$ cat src/rtl/stopwatch_counter.sv
// Stopwatch counting mm:ss.cc in BCD from a base_tick timebase with run/pause/clear control.
// Define STOPWATCH_LAP_EN to add the lap input and the lap_active display-freeze feature.
module stopwatch_counter #(
    parameter int unsigned TICK_DIV = 1
) (
    input  logic        sys_clk,
    input  logic        reset,
    input  logic        base_tick,
    input  logic        start_stop,
    input  logic        clear,
`ifdef STOPWATCH_LAP_EN
    input  logic        lap,
    output logic        lap_active,
`endif
    output logic [23:0] bcd_out,
    output logic        running,
    output logic        rollover
);

    localparam logic [1:0] ST_IDLE  = 2'd0;
    localparam logic [1:0] ST_RUN   = 2'd1;
    localparam logic [1:0] ST_PAUSE = 2'd2;

    localparam logic [7:0] PRESC_MAX = 8'(TICK_DIV - 1);

    logic [1:0]  state_q, state_d;
    logic [7:0]  presc_q, presc_d;
    logic [23:0] cnt_q, cnt_d;
    logic        rollover_q, rollover_d;
    logic        cnt_tick;

    // One-centisecond BCD increment; bit 24 flags the 59:59.99 -> 00:00.00 wrap.
    function automatic logic [24:0] bcd_inc(input logic [23:0] v);
        logic [3:0] cs_o, cs_t, s_o, s_t, m_o, m_t;
        logic       carry;
        {m_t, m_o, s_t, s_o, cs_t, cs_o} = v;
        carry = 1'b1;
        if (cs_o >= 4'd9) cs_o = 4'd0;
        else begin cs_o = cs_o + 4'd1; carry = 1'b0; end
        if (carry) begin
            if (cs_t >= 4'd9) cs_t = 4'd0;
            else begin cs_t = cs_t + 4'd1; carry = 1'b0; end
        end
        if (carry) begin
            if (s_o >= 4'd9) s_o = 4'd0;
            else begin s_o = s_o + 4'd1; carry = 1'b0; end
        end
        if (carry) begin
            if (s_t >= 4'd5) s_t = 4'd0;
            else begin s_t = s_t + 4'd1; carry = 1'b0; end
        end
        if (carry) begin
            if (m_o >= 4'd9) m_o = 4'd0;
            else begin m_o = m_o + 4'd1; carry = 1'b0; end
        end
        if (carry) begin
            if (m_t >= 4'd5) m_t = 4'd0;
            else begin m_t = m_t + 4'd1; carry = 1'b0; end
        end
        return {carry, m_t, m_o, s_t, s_o, cs_t, cs_o};
    endfunction

    always_comb begin
        state_d    = state_q;
        presc_d    = presc_q;
        cnt_d      = cnt_q;
        rollover_d = 1'b0;
        // Ticks count against the registered state, so a tick alongside start_stop in RUN still counts.
        cnt_tick   = base_tick && (state_q == ST_RUN);
        if (clear) begin
            state_d = ST_IDLE;
            presc_d = 8'd0;
            cnt_d   = 24'd0;
        end else begin
            if (start_stop) begin
                case (state_q)
                    ST_IDLE:  state_d = ST_RUN;
                    ST_RUN:   state_d = ST_PAUSE;
                    ST_PAUSE: state_d = ST_RUN;
                    default:  state_d = ST_IDLE;
                endcase
            end
            if (cnt_tick) begin
                if (presc_q >= PRESC_MAX) begin
                    presc_d                = 8'd0;
                    {rollover_d, cnt_d}    = bcd_inc(cnt_q);
                end else begin
                    presc_d = presc_q + 8'd1;
                end
            end
        end
    end

    always_ff @(posedge sys_clk) begin
        if (reset) begin
            state_q    <= ST_IDLE;
            presc_q    <= 8'd0;
            cnt_q      <= 24'd0;
            rollover_q <= 1'b0;
        end else begin
            state_q    <= state_d;
            presc_q    <= presc_d;
            cnt_q      <= cnt_d;
            rollover_q <= rollover_d;
        end
    end

    assign running  = (state_q == ST_RUN);
    assign rollover = rollover_q;

`ifdef STOPWATCH_LAP_EN
    logic        frozen_q, frozen_d;
    logic [23:0] snap_q, snap_d;

    // Lap freezes the display on the current count while counting continues underneath.
    always_comb begin
        frozen_d = frozen_q;
        snap_d   = snap_q;
        if (clear) begin
            frozen_d = 1'b0;
        end else if (lap) begin
            if (state_q == ST_RUN) begin
                frozen_d = !frozen_q;
                if (!frozen_q) snap_d = cnt_q;
            end else if (state_q == ST_PAUSE) begin
                frozen_d = 1'b0;
            end
        end
    end

    always_ff @(posedge sys_clk) begin
        if (reset) frozen_q <= 1'b0;
        else       frozen_q <= frozen_d;
        snap_q <= snap_d;
    end

    assign lap_active = frozen_q;
    assign bcd_out    = frozen_q ? snap_q : cnt_q;
`else
    assign bcd_out = cnt_q;
`endif

endmodule

$ cat config.mk
export PLATFORM = sky130hd
export DESIGN_NAME = stopwatch_counter
export DESIGN_NICKNAME = d
export VERILOG_FILES = /design/src/rtl/stopwatch_counter.sv
export SDC_FILE = /design/constraint.sdc
export NUM_CORES = 1
export LEC_CHECK = 0
export ABC_CLOCK_PERIOD_IN_PS = 3000
export BUFFER_PORTS_ARGS = -buffer_cell sky130_fd_sc_hd__buf_2
export CELL_PAD_IN_SITES_DETAIL_PLACEMENT = 0
export CELL_PAD_IN_SITES_GLOBAL_PLACEMENT = 1
export CORE_MARGIN = 3
export CORE_UTILIZATION = 30
export CTS_CLUSTER_DIAMETER = 120
export CTS_CLUSTER_SIZE = 24
export DETAILED_ROUTE_END_ITERATION = 8
export MAX_ROUTING_LAYER = met4
export PLACE_DENSITY_LB_ADDON = 0.1
export SYNTH_ARGS = -nofsm -noshare
export SYNTH_HDL_FRONTEND = slang
export SYNTH_SLANG_ARGS = --single-unit
$ cat constraint.sdc
create_clock -name sys_clk -period 3 [get_ports sys_clk]
set_input_delay 0.15 -clock sys_clk [delete_from_list [all_inputs] [get_ports sys_clk]]
set_output_delay 0.15 -clock sys_clk [all_outputs]
set_load 0.01 [all_outputs]
# == After elaboration in Yosys (flattened, before gate mapping) ==
# Index checks and enable logic that the tools add are counted.
# Widths: inputs -> output; s select.
# word_totals
inputBits,5
regBits,35
out_inout_bits,26
word_cells,72
# classes
order_cmp,7
mux,33
n_addsub,7
n_bitwise,3
n_eq_ne,2
reduce_logical,11
# ops
op,count
$mux 1,25
$add 4x1->4 const B,6
$mux 4,6
$ge 4x4->1 const B,4
$reduce_and 3->1,5
$add 8x1->8 const B,1
$ge 4x3->1 const B,2
$ge 8x1->1 const B,1
$mux 8,1
$reduce_or 5->1,1
$pmux 2 s2,1
$reduce_or 2->1,2
$not 1->1,3
$eq 2x1->1 const B,1
$eq 2x2->1 const B,1
$logic_not 2->1,1
$reduce_and 2->1,1
$logic_and 1x1->1,1

# == Depth between registers and ports, before layout ==
# Gate-level depths: netlist of the first run.
# depth
depth_word,23
depth_mapped,8
ltp_nobuf,7

# == Worst setup path after synthesis of the first run ==
# Ideal clock, no wire load.
# synth_timing
kind,flip-flop to flip-flop
start,"register cnt_q[9], in the netlist bcd_out[9]"
end,"register cnt_q[19], in the netlist bcd_out[19]"
t_required_ns,2.884
t_arrival_ns,1.718
synth_period_minus_slack_ns,1.833
setup_slack_ns,1.167
path_stages_with_launch,7
setup_ns,0.116
n_path_buf,0
cell_sequence,dfxtp_1 inv_1 ha_1 o31ai_1 nor4_4 a41o_1 and3_1
# synth_between
elab_chain_len,11
# synth_lines
element,line,rtl
"start, declared",28,"logic [23:0] cnt_q, cnt_d;"
"start signal, assigned",103,cnt_q <= cnt_d;
$ge 4x4->1,45,if (s_o >= 4'd9) s_o = 4'd0;
$mux 1,45,
$mux 1,44,if (carry) begin
$mux 1,84,if (presc_q >= PRESC_MAX) begin
$mux 1,83,if (cnt_tick) begin
$mux 1,70,if (clear) begin
$mux 1,48,if (carry) begin
$mux 1,84,
$mux 1,83,
$mux 1,70,
$reduce_and 3->1 (no line),--,
# No other way between the ends. The select of a mux whose other input is x is not followed.
# A chain may end at the register's enable or synchronous reset.

# == Worst setup path in the final report of the first run ==
# layout_timing
start,"register cnt_q[0], in the netlist bcd_out[0]"
end,"register cnt_q[22], in the netlist bcd_out[22]"
# layout_between
elab_chain_len,22
# layout_lines
element,line,rtl
$ge 4x4->1,38,if (cs_o >= 4'd9) cs_o = 4'd0;
$mux 1,38,
$mux 1,84,
$mux 1,83,
$mux 1,70,
$mux 1,40,if (carry) begin
$mux 1,84,
$mux 1,83,
[... 6 more ...],--,
$mux 1,84,
$mux 1,83,
$mux 1,70,
$mux 1,52,if (carry) begin
$mux 1,84,
$mux 1,83,
$mux 1,70,
$reduce_and 3->1 (no line),--,
# No other way between the ends. The select of a mux whose other input is x is not followed.

==> results of run 1 <==
-- worst min-delay path by stage --
stage	from	to	slack (ns)	cells past startpoint
detailed placement	start_stop	state_q[0]	0.43	3
global placement	start_stop	state_q[0]	0.42	3
floorplan	start_stop	state_q[0]	0.29	2
CTS	start_stop	state_q[0]	0.13	3
finish	start_stop	state_q[0]	0.14	3
global route	start_stop	state_q[0]	0.15	3
-- routing by layer --
| metal | global-route usage | part of all wire | wire (µm) | up-vias |
|---|---|---|---|---|
| li1 | - | - | - | 653 |
| met1 | 0.155 | 0.47 | 1580 | 623 |
| met2 | 0.197 | 0.49 | 1650 | 21 |
| met3 | 0.0235 | 0.034 | 113 | 2 |
| met4 | 0.0320 | 0.0057 | 19 | 0 |
| met5 | - | 0 | 0 | - |
-- placed cells by master (no fill, tap or decap), types with 2 or more instances in the layout --
master | netlist | routed
a21oi_1 | 14 | 14
buf_2 | 0 | 30
xnor2_1 | 3 | 3
and3_1 | 3 | 3
o31ai_1 | 2 | 2
nor2_1 | 12 | 12
inv_1 | 16 | 16
mux2i_1 | 3 | 3
clkbuf_8 | 0 | 3
o31a_1 | 3 | 3
nand2b_1 | 2 | 2
nor3_1 | 8 | 8
nand2_1 | 13 | 13
nor2b_1 | 2 | 2
ha_1 | 18 | 18
dfxtp_1 | 27 | 27
xor2_1 | 2 | 2
nand3_1 | 12 | 12
a41oi_1 | 3 | 3
o21ai_0 | 3 | 3
-- registers in the layout (all words and copies together), names as in the netlist --
signal    count
bcd_out      24
state_q       2
rollover      1
-- worst max-delay path: cells and delay by family (launching register included) --
family	cells	cell delay (ns)
AOI/OAI and AO/OA	3	0.88
DFF	1	0.46
buffers and inverters	2	0.19
and+or+nand+nor	1	0.18
adders and majority gates	1	0.19
-- synth_stat cells (all sizes together), types with 3 or more instances --
master / count / area, µm²
a21oi: 14 / 70.1
a41oi: 3 / 26.3
and3: 3 / 18.8
dfxtp: 27 / 541
ha: 18 / 225
inv: 16 / 60.1
mux2i: 3 / 30.0
nand2: 14 / 55.1
nand3: 12 / 60.1
nor2: 12 / 45.0
nor3: 9 / 50.1
o21ai: 4 / 20.0
o31a: 3 / 26.3
o31ai: 3 / 27.5
xnor2: 3 / 26.3
-- through the flow --
| step | cell area (µm²) | total power [mW] | util | setup slack [ns] |
|---|---|---|---|---|
| global placement | 1720 | 0.387 | 0.360 | 1.09 |
| CTS | 1770 | 0.608 | 0.369 | 0.965 |
| detailed placement | 1720 | 0.388 | 0.360 | 0.998 |
| finish | 1770 | 0.594 | 0.369 | 0.970 |
| global route | 1770 | 0.622 | 0.369 | 0.849 |
| floorplan | 1510 | 0.381 | - | 1.17 |
-- logic make-up after synthesis --
logic type                 Yosys count  synth area share
AOI/OAI and AO/OA                   34             0.166
xor gates and xnor gates             5            0.0289
adders and majority gates           18             0.149
buffers and inverters               20            0.0570
DFF                                 27             0.357
muxes                                3            0.0198
and+or+nand+nor                     61             0.222
-- cell type report --
cell class	instances	area share
clock buffer	3	0.0234
timing repair buffer	30	0.0849
clock inverter	1	0.00283
tap	67	0.0474
sequential	27	0.306
multi-input combinational	121	0.502
inverter	16	0.0340
-- report_power, final --
part           switching, mW  leakage [nW]  internal, mW  total [mW]
Sequential           0.00108         0.218         0.359       0.360
Combinational         0.0125         0.569       0.00642      0.0189
Clock                  0.122        0.0255        0.0933       0.215
Total                  0.135         0.812         0.459       0.594
==> metrics.md, run 1 <==
| Metric | Value |
|---|---|
| Post-Syn Area | 1510 µm² |
| Fin cells | 265 |
| First-pass GRT wire length | 5890 µm |
| Crit Path Class | reg2reg |
| Tcrit/Tclk final | 0.677 |
| Worst r2r src | bcd_out[0] |
| Synthesized net count | 191 |
| Reg2Reg Depth | 7 |
| Worst clock skew | 0.00863 ns |
| Drt first-iter violations | 88 |
| Part of the Yosys area used for sequential elements | 0.357 |
| Via count | 1299 |
| Synth async-reset ratio | 0 |
| DP HPWL | 2540 µm |
| Die width | 77.0 µm |
| Setup TNS Final | 0 ns |
| Crit-path max cell delay | 0.46 ns |
| Hold crit path type | in2reg |
| Clk root buf | clkbuf_8 |
| Power per cell area | 336 nW/µm² |
| Distinct cell type count after synthesis | 39 |
| Final Max Slew Viols | 0 |
| Maximum VDD drop | 0.000141 V |
| Clock sink count | 27 |
| Antenna violations before repair | 0 |
| Largest net degree at the start of global routing | 21 |
| Share of cells above drive strength 1 | 0.207 |
| DP Cell Count | 261 |
| Grt ovf | 0 |
| Pleak | 0.812 nW |
| I/O pins | 31 |
| CTS H-tree depth | 1 |
| CTS clk-pin slew, worst paths | 0.10 ns |
| Post-synth top flop | dfxtp_1 |
| Number of fillers in the final layout | 503 |
| Worst-path fanout max | 9 |
| #FFs+latches synth | 27 |
| Vias in the first global route | 1281 |
| Critical Path Source | bcd_out[0] |
| CTS Hold Bufs | 0 |
| Final setup viols | 0 |
| Post-CTS sizing | 0 |
| Max cap viols | 0 |
| CTS tree | yes |
| Initial Util | 0.316 |
| Clock Latency Late Sink | 0.28 ns |
| Gpl congestion | 0.867 |
| Arr. time, crit path | 2.19 ns |
| CTS buffer count | 3 |
| Startpoint types | flop |
| Die area | 5940 µm² |
| Area Overhead vs Synth | 16.8% |
| Die height | 77.0 µm |
| RSZ-0062 raised after global routing | false |
| Slowest stage cell on the critical path | dfxtp_1 |
| Nets | 222 |
| Worst reg-to-reg setup slack | 0.97 ns |
| Antenna viol nets, final | 0 |
| Vias per cell | 4.90 |
| Area of the multi-input gates | 887 µm² |
| CTS Buffer Depth | 2 |
| CP Cell Sequence | inv_1, ha_1, inv_1, o311a_1, nand4_4, o311ai_0, o21ai_1 |
| Worst Setup EP | bcd_out[22] |
| Required time of the critical path | 3.16 ns |
| CP endpoint kind | flop |
| Max Clk Rate | 493 MHz |
| Post-Syn Instances | 168 |
| Actual slew at the worst max-slew pin | 0.687 ns |
| Core area | 4790 µm² |
| Reg2reg end | bcd_out[22] |
| Post-CTS setup buffer count | 0 |
| WL per Instance | 12.7 µm |
| Syn Area/Cell | 9.01 µm² |
| Total Routed Length | 3350 µm |
| Final hold vios | 0 |
| Minimum clock period | 2.03 ns |
| FF+latch area | 541 µm² |
| Antenna diodes | 0 |
| Most used cell, CP | inv_1 |
| Slew HR | 0.540 |
| DR pass1 iterations | 4 |
| Hold slack | 0.140 ns |
| Overall Global Routing Usage | 0.121 |
| Number of synthesized flops with an enable pin | 0 |
| Row count | 25 |
| Yosys warns | 0 |
| I/O Buffers | 30 |
| Outcome | finished clean |
| # DRC | 0 |
No activity file was read; power rests on OpenSTA's default activity.
==> run 2: changes to the inputs <==
ABC_CLOCK_PERIOD_IN_PS = 2100   (was 3000)
clock period = 2.1 ns   (was 3 ns; I/O delays follow)
==> metrics.md, run 2 (synthesis gave the netlist of run 1 again) <==
| Metric | Value |
|---|---|
| DP Cell Count | 264 (was 261) |
| Vias in the first global route | 1268 (was 1281) |
| DP HPWL | 2550 µm (was 2540 µm) |
| RSZ-0062 raised after global routing | false (unchanged) |
| Int Power | 0.658 mW (was 0.459 mW) |
| Final setup margin | 0.187 ns (was 0.970 ns) |
| Crit-path max cell delay | 0.40 ns (was 0.46 ns) |
| CTS buffer count | 3 (unchanged) |
| Most common cell after layout, fill and taps aside | buf_2 (unchanged) |
| Pleak | 0.824 nW (was 0.812 nW) |
| Initial Util | 0.316 (unchanged) |
| Via count | 1291 (was 1299) |
| CP Cell Sequence | inv_1, ha_1, inv_1, o31ai_1, buf_4, nor4_4, nand2_2, a31o_1 (was inv_1, ha_1, inv_1, o311a_1, nand4_4, o311ai_0, o21ai_1) |
| Overall Global Routing Usage | 0.121 (about the same) |
| Pre-CTS WS | 0.187 ns (was 0.998 ns) |
| Maximum VDD drop | 0.000201 V (was 0.000141 V) |
| Clock Latency Late Sink | 0.27 ns (was 0.28 ns) |
| Antenna viol nets, final | 0 (unchanged) |
| Slowest stage cell on the critical path | dfxtp_1 (unchanged) |
| # DRC | 0 (unchanged) |
| Largest net degree at the start of global routing | 21 (unchanged) |
| Clock Power Share | 0.361 (was 0.362) |
| Actual slew at the worst max-slew pin | 0.636 ns (was 0.687 ns) |
| Hold slack | 0.0901 ns (was 0.140 ns) |
| Die area | 5940 µm² (unchanged) |
| Antenna diodes | 0 (unchanged) |
| WL per Instance | 12.6 µm (was 12.7 µm) |
| Tcrit/Tclk final | 0.911 (was 0.677) |
| Placement Cell Area | 1740 µm² (was 1720 µm²) |
| Arr. time, crit path | 2.09 ns (was 2.19 ns) |
| Worst clock skew | 0.00212 ns (was 0.00863 ns) |
| Fin cells | 268 (was 265) |
| Worst-path fanout max | 6 (was 9) |
| Gpl congestion | 0.849 (was 0.867) |
| Area Overhead vs Synth | 18.2% (was 16.8%) |
| Startpoint types | flop (unchanged) |
| Crit Path Class | reg2reg (unchanged) |
| Outcome | finished clean (unchanged) |
| Setup TNS Final | 0 ns (unchanged) |
| Minimum clock period | 1.91 ns (was 2.03 ns) |
| Comb pwr share | 0.031 (was 0.032) |
| DR pass1 iterations | 4 (unchanged) |
| Grt ovf | 0 (unchanged) |
| Clock sink count | 27 (unchanged) |
| Share of cells above drive strength 1 | 0.214 (was 0.207) |
| Required time of the critical path | 2.27 ns (was 3.16 ns) |
| Max cap viols | 0 (unchanged) |
| Net Sw Frac | 0.223 (was 0.228) |
| Net switching power | 0.189 mW (was 0.135 mW) |
| Most frequent cells in the layout | buf_2 (30), dfxtp_1 (27), ha_1 (18), inv_1 (16), a21oi_1 (14) (unchanged) |
| Vias per cell | 4.82 (was 4.90) |
| CP endpoint kind | flop (unchanged) |
| Core area | 4790 µm² (unchanged) |
| CTS H-tree depth | 1 (unchanged) |
| Antenna violations before repair | 0 (unchanged) |
| First-pass GRT wire length | 5860 µm (was 5890 µm) |
| I/O Buffers | 30 (unchanged) |
| Total Routed Length | 3380 µm (was 3350 µm) |
| Clk root buf | clkbuf_8 (unchanged) |
| Post-CTS sizing | 0 (unchanged) |
| Drt first-iter violations | 53 (was 88) |
| Final hold vios | 0 (unchanged) |
| Final core occ | 0.374 (was 0.369) |
| CTS Hold Bufs | 0 (unchanged) |
| Post-CTS setup buffer count | 0 (unchanged) |
| Die width | 77.0 µm (unchanged) |
| Die height | 77.0 µm (unchanged) |
| Max Clk Rate | 523 MHz (was 493 MHz) |
| Max FFs per register | 24 (unchanged) |
| Hold crit path type | in2reg (unchanged) |
| CTS Buffer Depth | 2 (unchanged) |
| CTS tree | yes (unchanged) |
| Sequential Power Share | 0.608 (was 0.606) |
| Slew HR | 0.574 (was 0.540) |
| CTS clk-pin slew, worst paths | 0.10 ns (about the same) |
| Power per cell area | 473 nW/µm² (was 336 nW/µm²) |
| Row count | 25 (unchanged) |
| Most used cell, CP | inv_1 (unchanged) |
| I/O pins | 31 (unchanged) |
| Final setup viols | 0 (unchanged) |
| Nets | 225 (was 222) |
| Design area | 1790 µm² (was 1770 µm²) |
| Final Max Slew Viols | 0 (unchanged) |
| Tot Pwr | 0.847 mW (was 0.594 mW) |
## run 2: cell types whose count changed in the layout (fill, tap and decap cells not counted), sizes merged
cell,previous run,this run
clkinv,1,0
clkbuf,3,4
buf,30,33
## run 2: worst paths after layout
| kind | start | endpoint | slack (ns) | cells after the start |
|---|---|---|---|---|
| setup / recovery | bcd_out[8] | bcd_out[23] | 0.19 | 8 |
| hold / removal | start_stop | state_q[0] | 0.09 | 3 |
| setup reg to reg | bcd_out[8] | bcd_out[23] | 0.19 | 8 |
| hold reg to reg | bcd_out[15] | bcd_out[15] | 0.52 | 2 |
## run 2: power by group through the flow
stage	sequential (mW)	clock (mW)	combinational, mW
after floorplan	0.527	0	0.0185
after detailed placement	0.527	0	0.0276
after CTS	0.515	0.319	0.0276
after global placement	0.527	0	0.0268
after global routing	0.515	0.343	0.0304
final	0.515	0.306	0.0264
## run 2: worst max-delay path, delay by kind of cell (launching register included)
kind | cells | cell delay [ns]
AOI/OAI and AO/OA | 2 | 0.32
adders and majority gates | 1 | 0.19
buffers and inverters | 3 | 0.33
DFF | 1 | 0.40
and+or+nand+nor | 2 | 0.58
## run 2: layer usage
metal | global-route usage | share of wire | vias up
li1 | - | - | 654
met1 | 0.151 | 0.47 | 602
met2 | 0.203 | 0.48 | 33
met3 | 0.0235 | 0.046 | 2
met4 | 0.0302 | 0.0056 | 0
met5 | - | 0 | -
## run 2: final cells by class
| cell class | count | area, µm² |
|---|---|---|
| sequential | 27 | 541 |
| clock buffer | 4 | 45.0 |
| multi-input combinational | 121 | 887 |
| fill | 521 | 3000 |
| inverter | 16 | 60.1 |
| tap | 67 | 83.8 |
| timing repair buffer | 33 | 173 |
==> run 3: changes to the inputs <==
CORE_UTILIZATION = 40   (was 30)
==> metrics.md, run 3 (synthesis gave the netlist of run 1 again) <==
| Metric | Value |
|---|---|
| Pre-CTS WS | 0.132 ns (was 0.187 ns) |
| CP endpoint kind | flop (unchanged) |
| Clk root buf | clkbuf_8 (unchanged) |
| Power per cell area | 475 nW/µm² (was 473 nW/µm²) |
| Design area | 1760 µm² (was 1790 µm²) |
| Clock Latency Late Sink | 0.27 ns (about the same) |
| Final setup margin | 0.180 ns (was 0.187 ns) |
| Tcrit/Tclk final | 0.915 (was 0.911) |
| Required time of the critical path | 2.27 ns (about the same) |
| RSZ-0062 raised after global routing | false (unchanged) |
| Crit Path Class | reg2reg (unchanged) |
| Die area | 4560 µm² (was 5940 µm²) |
| Worst clock skew | 0.00129 ns (was 0.00212 ns) |
| I/O pins | 31 (unchanged) |
| CTS tree | yes (unchanged) |
| Most common cell after layout, fill and taps aside | buf_2 (unchanged) |
| Final hold vios | 0 (unchanged) |
| Fin cells | 247 (was 268) |
| Max cap viols | 0 (unchanged) |
| CTS Hold Bufs | 0 (unchanged) |
| Met3 WL post-DR | 93 µm (was 156 µm) |
| Final core occ | 0.505 (was 0.374) |
| Overall Global Routing Usage | 0.158 (was 0.121) |
| Antenna viol nets, final | 0 (unchanged) |
| Setup TNS Final | 0 ns (unchanged) |
| Vias in the first global route | 1257 (was 1268) |
| Max Used Layer | met4 (unchanged) |
| Maximum VDD drop | 0.000206 V (was 0.000201 V) |
| Row count | 21 (was 25) |
| Vias per cell | 5.24 (was 4.82) |
| Share of cells above drive strength 1 | 0.219 (was 0.214) |
| Total Routed Length | 3170 µm (was 3380 µm) |
| Gpl congestion | 0.845 (was 0.849) |
| Outcome | finished clean (unchanged) |
| Area Overhead vs Synth | 16.5% (was 18.2%) |
| Drt first-iter violations | 58 (was 53) |
| I/O Buffers | 30 (unchanged) |
| Max Clk Rate | 521 MHz (was 523 MHz) |
| Placement Cell Area | 1720 µm² (was 1740 µm²) |
| Via count | 1295 (was 1291) |
| Core area | 3490 µm² (was 4790 µm²) |
| Die width | 67.5 µm (was 77.0 µm) |
| Most frequent cells in the layout | buf_2 (30), dfxtp_1 (26), ha_1 (18), inv_1 (16), a21oi_1 (14) (was buf_2 (30), dfxtp_1 (27), ha_1 (18), inv_1 (16), a21oi_1 (14)) |
| Met2 routed WL | 1590 µm (was 1600 µm) |
| Tot Pwr | 0.838 mW (was 0.847 mW) |
| Minimum clock period | 1.92 ns (was 1.91 ns) |
| Worst-path fanout max | 6 (unchanged) |
| CTS clk-pin slew, worst paths | 0.09 ns (was 0.10 ns) |
| CTS Buffer Depth | 2 (unchanged) |
| Initial Util | 0.433 (was 0.316) |
| Hold path cells | 3 (unchanged) |
| WL per Instance | 12.8 µm (was 12.6 µm) |
| # DRC | 0 (unchanged) |
| Post-CTS sizing | 0 (unchanged) |
| Grt ovf | 0 (unchanged) |
| Nets | 225 (unchanged) |
| DP Cell Count | 243 (was 264) |
| Worst reg-to-reg setup slack | 0.18 ns (was 0.19 ns) |
| Max FFs per register | 24 (unchanged) |
| Pleak | 0.825 nW (was 0.824 nW) |
| CTS H-tree depth | 1 (unchanged) |
| Antenna diodes | 0 (unchanged) |
| Final setup viols | 0 (unchanged) |
| DR pass1 iterations | 4 (unchanged) |
| Slew HR | 0.574 (about the same) |
| Clock sink count | 27 (unchanged) |
| M1 wire length | 1470 µm (was 1600 µm) |
| Arr. time, crit path | 2.09 ns (about the same) |
| CTS buffer count | 3 (unchanged) |
| Number of fillers in the final layout | 344 (was 521) |
| Hold crit path type | in2reg (unchanged) |
| Antenna violations before repair | 0 (unchanged) |
| Actual slew at the worst max-slew pin | 0.637 ns (was 0.636 ns) |
| Largest net degree at the start of global routing | 21 (unchanged) |
| DP HPWL | 2490 µm (was 2550 µm) |
| Die height | 67.5 µm (was 77.0 µm) |
| Final Max Slew Viols | 0 (unchanged) |
| Hold slack | 0.119 ns (was 0.0901 ns) |
| Reg2Reg Depth | 8 (unchanged) |
| Post-CTS setup buffer count | 0 (unchanged) |
| First-pass GRT wire length | 5440 µm (was 5860 µm) |
| Startpoint types | flop (unchanged) |
-- run 3: changes by cell type in the layout (fill, tap and decap cells not counted) --
cell,delta
dfxtp_1,-1
dfxtp_2,+1
-- run 3: cell type report --
type / instances / area (µm²) / area share
multi-input combinational: 121 / 887 / 0.503
timing repair buffer: 33 / 173 / 0.0979
tap: 46 / 57.6 / 0.0326
clock buffer: 4 / 45.0 / 0.0255
sequential: 27 / 542 / 0.307
inverter: 16 / 60.1 / 0.0340
-- run 3: final timing paths --
check / from / to
min: start_stop / state_q[1]
min reg2reg: bcd_out[15] / bcd_out[15]
max reg2reg: bcd_out[9] / bcd_out[23]
max: bcd_out[9] / bcd_out[23]
-- run 3: worst max-delay path: stages, from the launching register on --
cell and delay [ns]:
dfxtp_1 0.40, inv_1 0.08, ha_1 0.18, inv_1 0.07, o31ai_1 0.07, buf_4 0.16
nor4_4 0.43, nand2_2 0.18, a31o_1 0.24
-- run 3: metal layers --
layer / vias up / global-route usage
met2: 14 / 0.273
met4: 0 / 0.0456
met1: 619 / 0.192
li1: 660 / -
met5: - / -
met3: 2 / 0.0200
-- run 3: power breakdown --
part / switching [mW] / total (mW) / internal, mW
Combinational: 0.0175 / 0.0274 / 0.00992
Sequential: 0.00155 / 0.515 / 0.513
Clock: 0.160 / 0.295 / 0.136
